### src/rtl/pc_seq_pkg.sv
// Shared opcode fields, command/class/state encodings and fault codes for the PC sequencer.
// Pure definitions; no logic.
package pc_seq_pkg;

  localparam logic [2:0]  OP_GOTO      = 3'b101;
  localparam logic [2:0]  OP_CALL      = 3'b100;
  localparam logic [13:0] INSTR_RETURN = 14'h0008;
  localparam logic [13:0] INSTR_RETFIE = 14'h0009;
  localparam logic [3:0]  OP_BTFSC     = 4'b0110;
  localparam logic [3:0]  OP_BTFSS     = 4'b0111;
  localparam logic [5:0]  OP_DECFSZ    = 6'b001011;
  localparam logic [5:0]  OP_INCFSZ    = 6'b001111;

  localparam logic [1:0] FC_NONE = 2'b00;
  localparam logic [1:0] FC_OVF  = 2'b01;
  localparam logic [1:0] FC_UNF  = 2'b10;

  typedef enum logic [2:0] {
    CMD_INC, CMD_SKIP, CMD_GOTO, CMD_CALL, CMD_RET, CMD_HOLD
  } cmd_t;

  typedef enum logic [2:0] {
    CL_PLAIN, CL_GOTO, CL_CALL, CL_RET, CL_RETFIE, CL_SKIP
  } iclass_t;

  typedef enum logic {S_RUN, S_FAULT} state_t;

endpackage

### src/rtl/pc_seq_decode.sv
// Classifies a 14-bit instruction into a control-flow class and extracts the jump target.
// Purely combinational, zero latency, no backpressure.
module pc_seq_decode
  import pc_seq_pkg::*;
(
  input  logic [13:0] instr,
  output logic [2:0]  cls,
  output logic [10:0] target
);

  iclass_t c;

  always_comb begin
    c = CL_PLAIN;
    if (instr == INSTR_RETURN)
      c = CL_RET;
    else if (instr == INSTR_RETFIE)
      c = CL_RETFIE;
    else if (instr[13:11] == OP_GOTO)
      c = CL_GOTO;
    else if (instr[13:11] == OP_CALL)
      c = CL_CALL;
    else if (instr[13:10] == OP_BTFSC || instr[13:10] == OP_BTFSS ||
             instr[13:8] == OP_DECFSZ || instr[13:8] == OP_INCFSZ)
      c = CL_SKIP;
  end

  assign cls    = c;
  assign target = instr[10:0];

endmodule

### src/rtl/pc_sequencer.sv
// Issues one PC command per cycle from the fetched instruction, tracks stack depth and interrupts.
// Commands are same-cycle combinational; stall/!instr_valid hold the PC; stack faults freeze until reset.
module pc_sequencer
  import pc_seq_pkg::*;
#(
  parameter int          STACK_DEPTH = 8,
  parameter logic [10:0] VECTOR      = 11'h004,
  parameter logic        GIE_RESET   = 1'b1
) (
  input  logic        clk,
  input  logic        reset,
  input  logic [13:0] instr,
  input  logic        instr_valid,
  input  logic        stall,
  input  logic        skip_cond,
  input  logic        irq,
  output logic        pc_branch,
  output logic        pc_direct,
  output logic        pc_push,
  output logic        pc_pop,
  output logic        pc_skip,
  output logic [10:0] pc_target,
  output logic        exec_valid,
  output logic [3:0]  stack_depth,
  output logic        in_isr,
  output logic        gie,
  output logic        fault,
  output logic [1:0]  fault_code
);

  localparam logic [3:0] DEPTH_MAX = 4'(STACK_DEPTH);

  logic [2:0]  dec_cls;
  logic [10:0] dec_target;
  iclass_t     cls;

  pc_seq_decode u_decode (
    .instr  (instr),
    .cls    (dec_cls),
    .target (dec_target)
  );

  assign cls = iclass_t'(dec_cls);

  state_t     state_q, state_d;
  logic [3:0] depth_q, depth_d;
  logic       gie_q, gie_d;
  logic       isr_q, isr_d;
  logic       fault_q, fault_d;
  logic [1:0] fc_q, fc_d;
  cmd_t       cmd;
  logic       at_full, at_empty;

  assign at_full  = (depth_q == DEPTH_MAX);
  assign at_empty = (depth_q == 4'd0);

  always_comb begin
    cmd        = CMD_INC;
    pc_target  = dec_target;
    exec_valid = 1'b0;
    state_d    = state_q;
    depth_d    = depth_q;
    gie_d      = gie_q;
    isr_d      = isr_q;
    fault_d    = fault_q;
    fc_d       = fc_q;
    if (!reset) begin
      if (state_q == S_FAULT || stall || !instr_valid) begin
        cmd = CMD_HOLD;
      end else begin
        unique case (cls)
          CL_GOTO: begin
            cmd        = CMD_GOTO;
            exec_valid = 1'b1;
          end
          CL_CALL: begin
            if (at_full) begin
              cmd     = CMD_HOLD;
              state_d = S_FAULT;
              fault_d = 1'b1;
              fc_d    = FC_OVF;
            end else begin
              cmd        = CMD_CALL;
              exec_valid = 1'b1;
              depth_d    = depth_q + 4'd1;
            end
          end
          CL_RET, CL_RETFIE: begin
            if (at_empty) begin
              cmd     = CMD_HOLD;
              state_d = S_FAULT;
              fault_d = 1'b1;
              fc_d    = FC_UNF;
            end else begin
              cmd        = CMD_RET;
              exec_valid = 1'b1;
              depth_d    = depth_q - 4'd1;
              if (cls == CL_RETFIE) begin
                gie_d = 1'b1;
                isr_d = 1'b0;
              end
            end
          end
          CL_SKIP: begin
            cmd        = skip_cond ? CMD_SKIP : CMD_INC;
            exec_valid = 1'b1;
          end
          default: begin
            // Interrupt rides on a plain instruction: it still commits, and PC+1 is pushed.
            if (irq && gie_q) begin
              if (at_full) begin
                cmd     = CMD_HOLD;
                state_d = S_FAULT;
                fault_d = 1'b1;
                fc_d    = FC_OVF;
              end else begin
                cmd        = CMD_CALL;
                pc_target  = VECTOR;
                exec_valid = 1'b1;
                depth_d    = depth_q + 4'd1;
                gie_d      = 1'b0;
                isr_d      = 1'b1;
              end
            end else begin
              cmd        = CMD_INC;
              exec_valid = 1'b1;
            end
          end
        endcase
      end
    end
  end

  always_ff @(posedge clk) begin
    if (reset) begin
      state_q <= S_RUN;
      depth_q <= 4'd0;
      gie_q   <= GIE_RESET;
      isr_q   <= 1'b0;
      fault_q <= 1'b0;
      fc_q    <= FC_NONE;
    end else begin
      state_q <= state_d;
      depth_q <= depth_d;
      gie_q   <= gie_d;
      isr_q   <= isr_d;
      fault_q <= fault_d;
      fc_q    <= fc_d;
    end
  end

  assign pc_branch   = (cmd == CMD_GOTO) || (cmd == CMD_CALL) || (cmd == CMD_RET) || (cmd == CMD_HOLD);
  assign pc_direct   = (cmd == CMD_GOTO);
  assign pc_push     = (cmd == CMD_CALL);
  assign pc_pop      = (cmd == CMD_RET);
  assign pc_skip     = (cmd == CMD_SKIP);
  assign stack_depth = depth_q;
  assign gie         = gie_q;
  assign in_isr      = isr_q;
  assign fault       = fault_q;
  assign fault_code  = fc_q;

endmodule

### config.mk
export PLATFORM = sky130hd
export DESIGN_NAME = pc_sequencer
export DESIGN_NICKNAME = d
export VERILOG_FILES = /design/src/rtl/pc_seq_pkg.sv /design/src/rtl/pc_seq_decode.sv /design/src/rtl/pc_sequencer.sv
export SDC_FILE = /design/constraint.sdc
export NUM_CORES = 1
export LEC_CHECK = 0
export ABC_CLOCK_PERIOD_IN_PS = 2300
export CAP_MARGIN = 15
export CORE_ASPECT_RATIO = 1.2
export CORE_UTILIZATION = 40
export CTS_CLUSTER_DIAMETER = 120
export CTS_CLUSTER_SIZE = 10
export DETAILED_ROUTE_END_ITERATION = 8
export GPL_ROUTABILITY_DRIVEN = 0
export PLACE_DENSITY_LB_ADDON = 0.25
export SETUP_SLACK_MARGIN = 0.1
export SYNTH_ARGS = -nofsm -noshare
export SYNTH_HDL_FRONTEND = slang
export SYNTH_SLANG_ARGS = --single-unit
### constraint.sdc
create_clock -name clk -period 2.3 [get_ports clk]
set_input_delay 0.23 -clock clk [delete_from_list [all_inputs] [get_ports clk]]
set_output_delay 0.23 -clock clk [all_outputs]
set_load 0.005 [all_outputs]
==> impl_metrics.toml, run 1 <==
[clock_tree]
ctsRootBufferMaster = "clkbuf_4"
cts_tree = "built"
cts.sinks = 10
clk_pin_slew_ns = 0.05
clk_path_buf_depth = 2
insertion_delay_ns = 0.27
cts.hold.buffers_added = 0
cts_buffers = 3
h-tree-depth = 1

[critical_path]
arrival_ns = 1.93
cpPeakStageDelay_ns = 0.31
r2r_end = "stack_depth[1]$_SDFFE_PP0P_"
cp.required_ns = 2.07
worstPathCellList = "dlygate4sd2_1, a211o_1, a31o_4, nor2_4, buf_6, nand3_4, buf_6, and2_4, dlygate4sd2_1"
worstSetupPathType = "in -> out"
crit_path_start_kind = "input pin"
crit_slowest_cell = "a211o_1"
critical_path.max_fanout = 6
path_delay_family = "buffers and inverters"
reg2reg_from = "stack_depth[0]$_SDFFE_PP0P_"
cp.depth = 9
reg2reg_setup_slack_ns = 0.53
crit_buf_inv = 4
reg2reg_depth = 5
crit_path_end_kind = "primary output"

[min_path]
worstHoldPathCells = 2
hold_path.class = "reg -> reg"
min_to = "fault$_SDFFE_PP0P_"
min_from = "fault$_SDFFE_PP0P_"

[die]
initial_core_util = 0.421
row_count = 19
die_h_um = 55.4
die_area_um2 = 2580
die_w_um = 46.5
core_area_um2 = 2260
io_pins = 46

[place]
dp_cells = 217
io_buffers = 45
dp_hpwl_mm = 2.45

[drt]
drt-wirelength-per-cell_um = 16.7
wirelength_mm = 3.90
drt_pass1_iterations = 4
drt_iter0_markers = 30
drc_errors = 0
ant_nets = 0
num_vias = 1326
vias_per_cell = 5.67

[logic_synthesis]
ys_seq_area_frac = 0.211
synth_ff_type = "dfxtp_1"
synth_area_um2 = 951
synthDistinctLibCells = 45
syn_inst = 121
yosysWarnings = 0
synth.avg_cell_area_um2 = 7.86
async_flop_share = 0
synth_top_area_cell = "dfxtp_1"
synth_edf_count = 0
synthTopCellsByArea = "dfxtp_1, and2_1, nor2_1"
synth_seq_cells = 10
synth_nets = 144
yosys.area.top_type_share = 0.211

[timing]
worstMarginPinSlew_ns = 0.363
fin_skew_ns = 0.00747
period_minus_slack_ns = 2.16
whs_ns = 0.462
slew_violations = 0
slew_headroom = 0.756
fin_setup_tns_ns = 0
period_share = 0.940
setup_viol = 0
rsz0062_at_grt = "yes"
hold_viol_final = 0
fmax_mhz = 462

[grt]
grt_pass1_vias = 1287
grt_first_pass_wirelength_mm = 5.87
grt-ovfl-total = 0
grt_max_degree = 10
grtUsageTotal = 0.305
antenna_found_initial = 0

[power]
p_leak_nw = 0.834
ir_drop_mv = 0.388
power_density_nw_per_um2 = 279

[layout]
area_delta_synth_final_pct = 92.9
fin_nets = 228
final_util = 0.812
drive_above_1_share = 0.330
num_antenna_cells = 0
final-instance-count-excl-fill = 234

[run_status]
outcome = "finished clean"

[flow_run]
max_cap_viol_count = 0
[where the power goes]
part           total, W  switching (W)  internal [W]
Clock          0.000116      0.0000559     0.0000603
Sequential     0.000179     0.00000220      0.000177
Combinational  0.000217       0.000102      0.000115
Total          0.000512       0.000160      0.000352
[layout by cell type (no fill, tap or decap), types with 2 or more instances in the layout]
| cell | n |
|---|---|
| o21ai_0 | 4 |
| a311oi_1 | 2 |
| nand2b_1 | 2 |
| inv_1 | 5 |
| o211ai_1 | 2 |
| nand2_1 | 5 |
| dlymetal6s2s_1 | 4 |
| nor3_2 | 2 |
| nand4_1 | 2 |
| dlygate4sd2_1 | 23 |
| and2_1 | 12 |
| a21o_1 | 2 |
| a21oi_1 | 6 |
| buf_4 | 30 |
| a31oi_1 | 3 |
| ha_1 | 2 |
| clkdlybuf4s50_1 | 15 |
| and2_4 | 2 |
| nand3_4 | 2 |
| clkbuf_4 | 3 |
| buf_6 | 8 |
| nor3_1 | 3 |
| dfxtp_1 | 10 |
| o21ai_1 | 3 |
| nor4_4 | 2 |
| nor2b_1 | 3 |
| mux2i_1 | 2 |
| nor4_1 | 3 |
| nand3_1 | 4 |
| nor2_1 | 8 |
[state kept, by name (all words and copies together), names as in the netlist]
register	count
fault	1
state_q	1
gie	1
stack_depth	4
fault_code	2
in_isr	1
[how the worst max path moves through the flow]
stage | start | endpoint | slack (ns)
floorplan | instr[5] | stack_depth[3]$_SDFFE_PP0P_ | 0.37
global placement | instr[8] | pc_target[5] | -0.30
detailed placement | instr[8] | pc_target[1] | -0.42
CTS | instr[8] | pc_target[0] | 0.06
global route | instr[12] | pc_target[3] | 0.08
finish | instr[12] | pc_target[9] | 0.14
[logic make-up after synthesis]
logic type / synth area share
flops: 0.211
mux: 0.0329
xor+xnor: 0.00921
fa+ha+maj: 0.0474
compound gates: 0.228
simple gates: 0.420
buf+inv: 0.0526
[cells in the mapped netlist, drive strengths merged (2+ instances only)]
| library cell | n |
|---|---|
| buf | 2 |
| nor4 | 5 |
| inv | 6 |
| o211ai | 2 |
| clkbuf | 3 |
| o21ai | 9 |
| a311oi | 2 |
| a21oi | 7 |
| nand2 | 6 |
| a21o | 2 |
| nand4 | 3 |
| nor3 | 6 |
| nor3b | 2 |
| nor2b | 3 |
| a31o | 2 |
| a31oi | 3 |
| ha | 2 |
| nand3 | 5 |
| nand2b | 2 |
| mux2i | 2 |
| dfxtp | 10 |
| nor2 | 10 |
| and2 | 14 |
[metrics by stage]
stage	cell area (µm²)	power [W]	setup WS [ns]
3_3_place_gp	1600	0.000367	-0.299
4_1_cts	1770	0.000496	0.0568
2_1_floorplan	951	0.000252	0.373
3_5_place_dp	1600	0.000371	-0.423
5_1_grt	1830	0.000534	0.0801
6_report	1830	0.000512	0.137
[worst min-delay path, cell delays in order (launching register included)]
cell	delay (ns)
dfxtp_1	0.31
inv_1	0.05
a21oi_1	0.05
[what timing repair did]
action,CTS,global route
setup buffers,11,2
pin swaps,20,11
endpoints found under the setup margin,18,12
cloned,1,0
resized for setup,50,15
[layer usage]
metal,global-route usage,vias to the layer above,share of wire
met3,0.0425,13,0.054
met5,0,-,0
met2,0.542,67,0.54
li1,-,612,-
met4,0.139,0,0.029
met1,0.333,634,0.38
[cell type report]
type | count | area (µm²)
fillers | 147 | 424
clock buffers | 3 | 22.5
flip-flops and latches | 10 | 200
well taps | 31 | 38.8
inverters | 6 | 25.0
multi-input cells | 101 | 805
repair buffers | 83 | 743
(Power assumes the default switching activity.)
==> run 2: changes to the inputs <==
--- a/config.mk
+++ b/config.mk
@@ -9,10 +9,11 @@
 export CAP_MARGIN = 15
 export CORE_ASPECT_RATIO = 1.2
 export CORE_UTILIZATION = 40
-export CTS_CLUSTER_DIAMETER = 120
+export CTS_CLUSTER_DIAMETER = 50
 export CTS_CLUSTER_SIZE = 10
 export DETAILED_ROUTE_END_ITERATION = 8
 export GPL_ROUTABILITY_DRIVEN = 0
+export MAX_ROUTING_LAYER = met4
 export PLACE_DENSITY_LB_ADDON = 0.25
 export SETUP_SLACK_MARGIN = 0.1
 export SYNTH_ARGS = -nofsm -noshare
==> constraint.sdc (replaced) <==
create_clock -name clk -period 2.3 [get_ports clk]
set_input_delay 0.69 -clock clk [delete_from_list [all_inputs] [get_ports clk]]
set_output_delay 0.69 -clock clk [all_outputs]
set_load 0.005 [all_outputs]
==> impl_metrics.toml, run 2 (synthesis results as in run 1) <==
[clock_tree]
cts_buffers = 3
cts.hold.buffers_added = 0
ctsRootBufferMaster = "clkbuf_4"
clk_pin_slew_ns = 0.06
cts.sinks = 10
clk_path_buf_depth = 2
h-tree-depth = 1
cts_tree = "built"
insertion_delay_ns = 0.26

[drt]
drt_pass1_iterations = 5
drc_errors = 0
ant_nets = 0
vias_per_cell = 6.34
drt_iter0_markers = 97
num_vias = 1592
drt-wirelength-per-cell_um = 22.2
wirelength_mm = 5.58

[die]
die_w_um = 46.5
io_pins = 46
core_area_um2 = 2260
row_count = 19
die_area_um2 = 2580
initial_core_util = 0.421
die_h_um = 55.4

[layout]
area_delta_synth_final_pct = 117
num_antenna_cells = 0
final-instance-count-excl-fill = 251
fin_nets = 244
final_common_cell = "buf_4"
final_cell_mix = "buf_4, buf_6, buf_2"
largest_register_ffs = 4
drive_above_1_share = 0.568

[run_status]
outcome = "complete, but fails checks"
violations = "negative setup slack"

[power]
p_leak_nw = 0.919
power_density_nw_per_um2 = 295
finalPower_w = 0.000609
ir_drop_mv = 0.390

[place]
dp_hpwl_mm = 2.62
dp_cells = 227
io_buffers = 45

[timing]
setup_viol = 22
fin_setup_tns_ns = -8.96
hold_viol_final = 0
slew_violations = 0
rsz0062_at_grt = "yes"
fmax_mhz = 344
worstMarginPinSlew_ns = 0.445
setup_slack_ns = -0.611
period_minus_slack_ns = 2.91
slew_headroom = 0.701
period_share = 1.27
fin_skew_ns = 0.000504

[min_path]
hold_path.class = "reg -> reg"
min_from = "state_q$_SDFFE_PP0P_"

[critical_path]
worstSetupPathType = "in -> out"
reg2reg_setup_slack_ns = 0.35
cp.required_ns = 1.61
cp-startpoint = "instr[9]"
worstPathCellList = "buf_8, a211o_1, a31o_4, nor2_4, nand3_2, buf_6, and2_1, buf_2"
crit_slowest_cell = "a211o_1"
arrival_ns = 2.22
reg2reg_depth = 7
r2r_end = "in_isr$_SDFFE_PP0P_"
critical_path.max_fanout = 4
cp-endpoint = "pc_target[10]"
crit_path_end_kind = "primary output"
cpPeakStageDelay_ns = 0.32
reg2reg_from = "stack_depth[0]$_SDFFE_PP0P_"
crit_path_start_kind = "input pin"

[grt]
grtUsageTotal = 0.338
antenna_found_initial = 0
grt_first_pass_wirelength_mm = 6.40
grt-ovfl-total = 0
grt_pass1_vias = 1412
grt_max_degree = 10

[flow_run]
max_cap_viol_count = 0
[run 2: cell count changes in the layout (fill, tap and decap cells not counted), moves of 5 or more]
cell,before,now
and2_1,12,7
and2_4,2,7
buf_2,1,16
buf_4,30,40
buf_6,8,20
dlygate4sd2_1,23,4
[run 2: worst min path at each step]
stage / to / depth (start not counted)
finish: state_q$_SDFFE_PP0P_ / 2
global route: fault$_SDFFE_PP0P_ / 2
CTS: state_q$_SDFFE_PP0P_ / 2
detailed placement: fault$_SDFFE_PP0P_ / 2
global placement: fault$_SDFFE_PP0P_ / 2
floorplan: state_q$_SDFFE_PP0P_ / 2
[run 2: final cells by class]
class                   instances  area, µm²
flip-flops and latches         10        200
well taps                      31       38.8
fillers                        82        191
multi-input cells             101        921
repair buffers                 99        846
clock buffers                   4       36.3
inverters                       6       25.0
[run 2: repair_timing]
action                                  in CTS  in global routing
buffers inserted                            14                  9
gates resized for setup                    145                 31
endpoints found under the setup margin      26                 21
gates cloned                                 1                  0
pin swaps                                   35                 18
[run 2: routing by layer]
layer  share of wire  GRT usage
met1            0.35      0.376
met3            0.10     0.0327
met2            0.48      0.579
met5               0          -
met4           0.061      0.143
[run 2: through the flow]
step	instance area, µm²	setup slack [ns]	utilization	hold WS [ns]
global route	2070	-0.922	0.915	0.505
finish	2070	-0.611	0.915	0.468
CTS	1910	-0.539	0.848	0.466
global placement	1710	-1.16	0.756	0.434
floorplan	983	-0.153	-	0.426
detailed placement	1710	-1.32	0.756	0.453
[run 2: where the power goes]
part,switching [W],total (W),internal [W],leakage (nW)
clock,0.0000580,0.000154,0.0000961,0.0210
sequential,0.00000165,0.000178,0.000176,0.0809
combinational,0.000135,0.000277,0.000142,0.817
[run 2: worst max-delay path: cells and delay by family]
family                 cells  cell delay [ns]
AO/OA/AOI/OAI              2             0.59
AND/OR/NAND/NOR            3             0.52
buffers and inverters      3             0.41
==> run 3: changes to the inputs <==
--- a/config.mk
+++ b/config.mk
@@ -7,10 +7,11 @@
 export LEC_CHECK = 0
 export ABC_CLOCK_PERIOD_IN_PS = 2300
 export CAP_MARGIN = 15
+export CELL_PAD_IN_SITES_DETAIL_PLACEMENT = 0
+export CELL_PAD_IN_SITES_GLOBAL_PLACEMENT = 1
 export CORE_ASPECT_RATIO = 1.2
-export CORE_UTILIZATION = 40
+export CORE_UTILIZATION = 30
 export CTS_CLUSTER_DIAMETER = 50
-export CTS_CLUSTER_SIZE = 10
 export DETAILED_ROUTE_END_ITERATION = 8
 export GPL_ROUTABILITY_DRIVEN = 0
 export MAX_ROUTING_LAYER = met4
@@ -18,4 +19,5 @@
 export SETUP_SLACK_MARGIN = 0.1
 export SYNTH_ARGS = -nofsm -noshare
 export SYNTH_HDL_FRONTEND = slang
+export SYNTH_HIERARCHICAL = 1
 export SYNTH_SLANG_ARGS = --single-unit
==> impl_metrics.toml, run 3 <==
[run_status]
outcome = "complete, but fails checks"
violations = "design-rule violations, negative setup slack"

[timing]
rsz0062_at_grt = "yes"
fmax_mhz = 289
hold_viol_final = 0
setup_slack_ns = -1.16
setup_viol = 27
slew_headroom = 0.697
fin_skew_ns = 0.00333
worstMarginPinSlew_ns = 0.453
period_share = 1.50
period_minus_slack_ns = 3.46
slew_violations = 0

[power]
p_leak_nw = 1.13
ir_drop_mv = 0.317
power_density_nw_per_um2 = 321

[critical_path]
worstPathCellList = "buf_8, buf_6, nor4b_4, nand4_1, buf_4, o21ai_4, buf_6, or3_4, a211oi_4, nand2_2, buf_6, and2_4, buf_6"
crit_path_end_kind = "primary output"
cp.required_ns = 1.61
critical_path.max_fanout = 6
crit_buf_inv = 6
crit_top_cell = "buf_6"
cpPeakStageDelay_ns = 0.38
crit_path_start_kind = "input pin"
arrival_ns = 2.77
path_delay_family = "simple AND/OR/NAND/NOR gates"
worstSetupPathType = "in -> out"
crit_slowest_cell = "or3_4"

[logic_synthesis]
async_flop_share = 0
synth_area_um2 = 1110
yosysWarnings = 6
yosys.area.top_type_share = 0.180
synth_nets = 165
synth_edf_count = 0
synth_common_cells = "a21oi_1, nand2_1, and2_1, buf_4, dfxtp_1"
synthTopCellsByArea = "dfxtp_1, buf_4, a21oi_1"
synth.avg_cell_area_um2 = 7.84
ys_seq_area_frac = 0.180
synth_seq_cells = 10
syn_inst = 142
synthMostInstantiatedCell = "a21oi_1"
synthDistinctLibCells = 47
synth_top_area_cell = "dfxtp_1"
synth_ff_type = "dfxtp_1"

[place]
preCtsSetupSlack_ns = -1.77
dp_hpwl_mm = 2.85
io_buffers = 45
dp_cells = 251
dpl_cell_area_um2 = 1920

[layout]
largest_register_ffs = 4
fillCellCount = 264
area_delta_synth_final_pct = 121
fin_nets = 275
final_area_um2 = 2460
final_cell_mix = "buf_4, buf_6, buf_2, clkdlybuf4s50_1, dfxtp_1"
final-instance-count-excl-fill = 288
final_common_cell = "buf_4"
num_antenna_cells = 0
drive_above_1_share = 0.657

[die]
row_count = 23
die_h_um = 68.7
initial_core_util = 0.322
die_w_um = 57.6
core_area_um2 = 3450
io_pins = 46
die_area_um2 = 3960

[drt]
num_vias = 1508
wirelength_mm = 4.72
drc_errors = 3
drt_pass1_iterations = 6
drt-wirelength-per-cell_um = 16.4
ant_nets = 0
vias_per_cell = 5.24
drt_iter0_markers = 53

[clock_tree]
insertion_delay_ns = 0.24
clk_path_buf_depth = 2
cts.sinks = 10
clk_pin_slew_ns = 0.05
h-tree-depth = 1
cts_tree = "built"
cts_buffers = 3
ctsRootBufferMaster = "clkbuf_8"

[grt]
grt_max_degree = 16
antenna_found_initial = 0
grt_first_pass_wirelength_mm = 7.06
grtUsageTotal = 0.243
grt-ovfl-total = 0
grt_pass1_vias = 1516

[min_path]
hold_path.class = "reg -> reg"

[flow_run]
max_cap_viol_count = 0
-- run 3: changes by cell type in the layout (fill, tap and decap cells not counted), sizes merged, moves of 4 or more --
cell    change
buf        +22
nand3       -5
a211oi      +4
a21oi       +8
nand2      +10
-- run 3: worst paths after layout --
check,from,end,slack (ns),cells after the start
worst max-delay path,instr[3],pc_target[9],-1.16,13
worst min-delay path,in_isr$_SDFFE_PP0P_,in_isr$_SDFFE_PP0P_,0.46,2
worst max register to register,stack_depth[1]$_SDFFE_PP0P_,stack_depth[3]$_SDFFE_PP0P_,0.53,7
worst min register to register,in_isr$_SDFFE_PP0P_,in_isr$_SDFFE_PP0P_,0.46,2
-- run 3: repair_timing --
action | CTS | global route
gates cloned | 2 | 0
pin swaps | 35 | 26
buffers inserted | 24 | 12
setup endpoints to repair | 27 | 27
hold buffers | 0 | 0
gates resized for setup | 169 | 36
-- run 3: cell families after synthesis --
family          after synthesis  synth area share
flops                        10             0.180
fa+ha+maj                     3            0.0404
compound gates               37             0.211
buf+inv                      19             0.110
mux                           2            0.0180
xor+xnor                      3            0.0236
simple gates                 68             0.417
-- run 3: worst register-to-register path, cell delays in order, from the launching register on --
cell     delay, ns
dfxtp_1       0.39
buf_4         0.18
ha_1          0.23
a21o_1        0.20
a21oi_2       0.15
xnor2_1       0.08
or3_1         0.34
a21oi_1       0.13
-- run 3: power breakdown --
group,leakage (nW),total (W),internal (W),switching (W)
registers,0.0809,0.000184,0.000179,0.00000524
clock network,0.0288,0.000222,0.000151,0.0000711
logic,1.02,0.000385,0.000221,0.000164
total,1.13,0.000791,0.000551,0.000240
-- run 3: layout make-up --
class                      instances  area (µm²)  share of cell area
inverter                           3        13.8             0.00559
multi-input combinational        115        1090               0.443
sequential                        10         200              0.0813
clock buffer                       4        55.1              0.0224
timing repair buffer             119        1060               0.429
tap                               37        46.3              0.0188
-- run 3: per-stage QoR --
step	TNS (ns)	utilization	power, W	hold slack (ns)
finish	-22.01	0.713	0.000791	0.458
global route	-24.70	0.713	0.000834	0.486
CTS	-20.42	0.660	0.000746	0.471
detailed placement	-38.03	0.555	0.000460	0.458
global placement	-36.75	0.555	0.000454	0.457
floorplan	-9.28	-	0.000318	0.453
-- run 3: per-layer routing --
layer | GRT usage | part of all wire
met4 | 0.134 | 0.039
met2 | 0.481 | 0.57
met3 | 0.0280 | 0.036
met5 | - | 0
met1 | 0.228 | 0.35
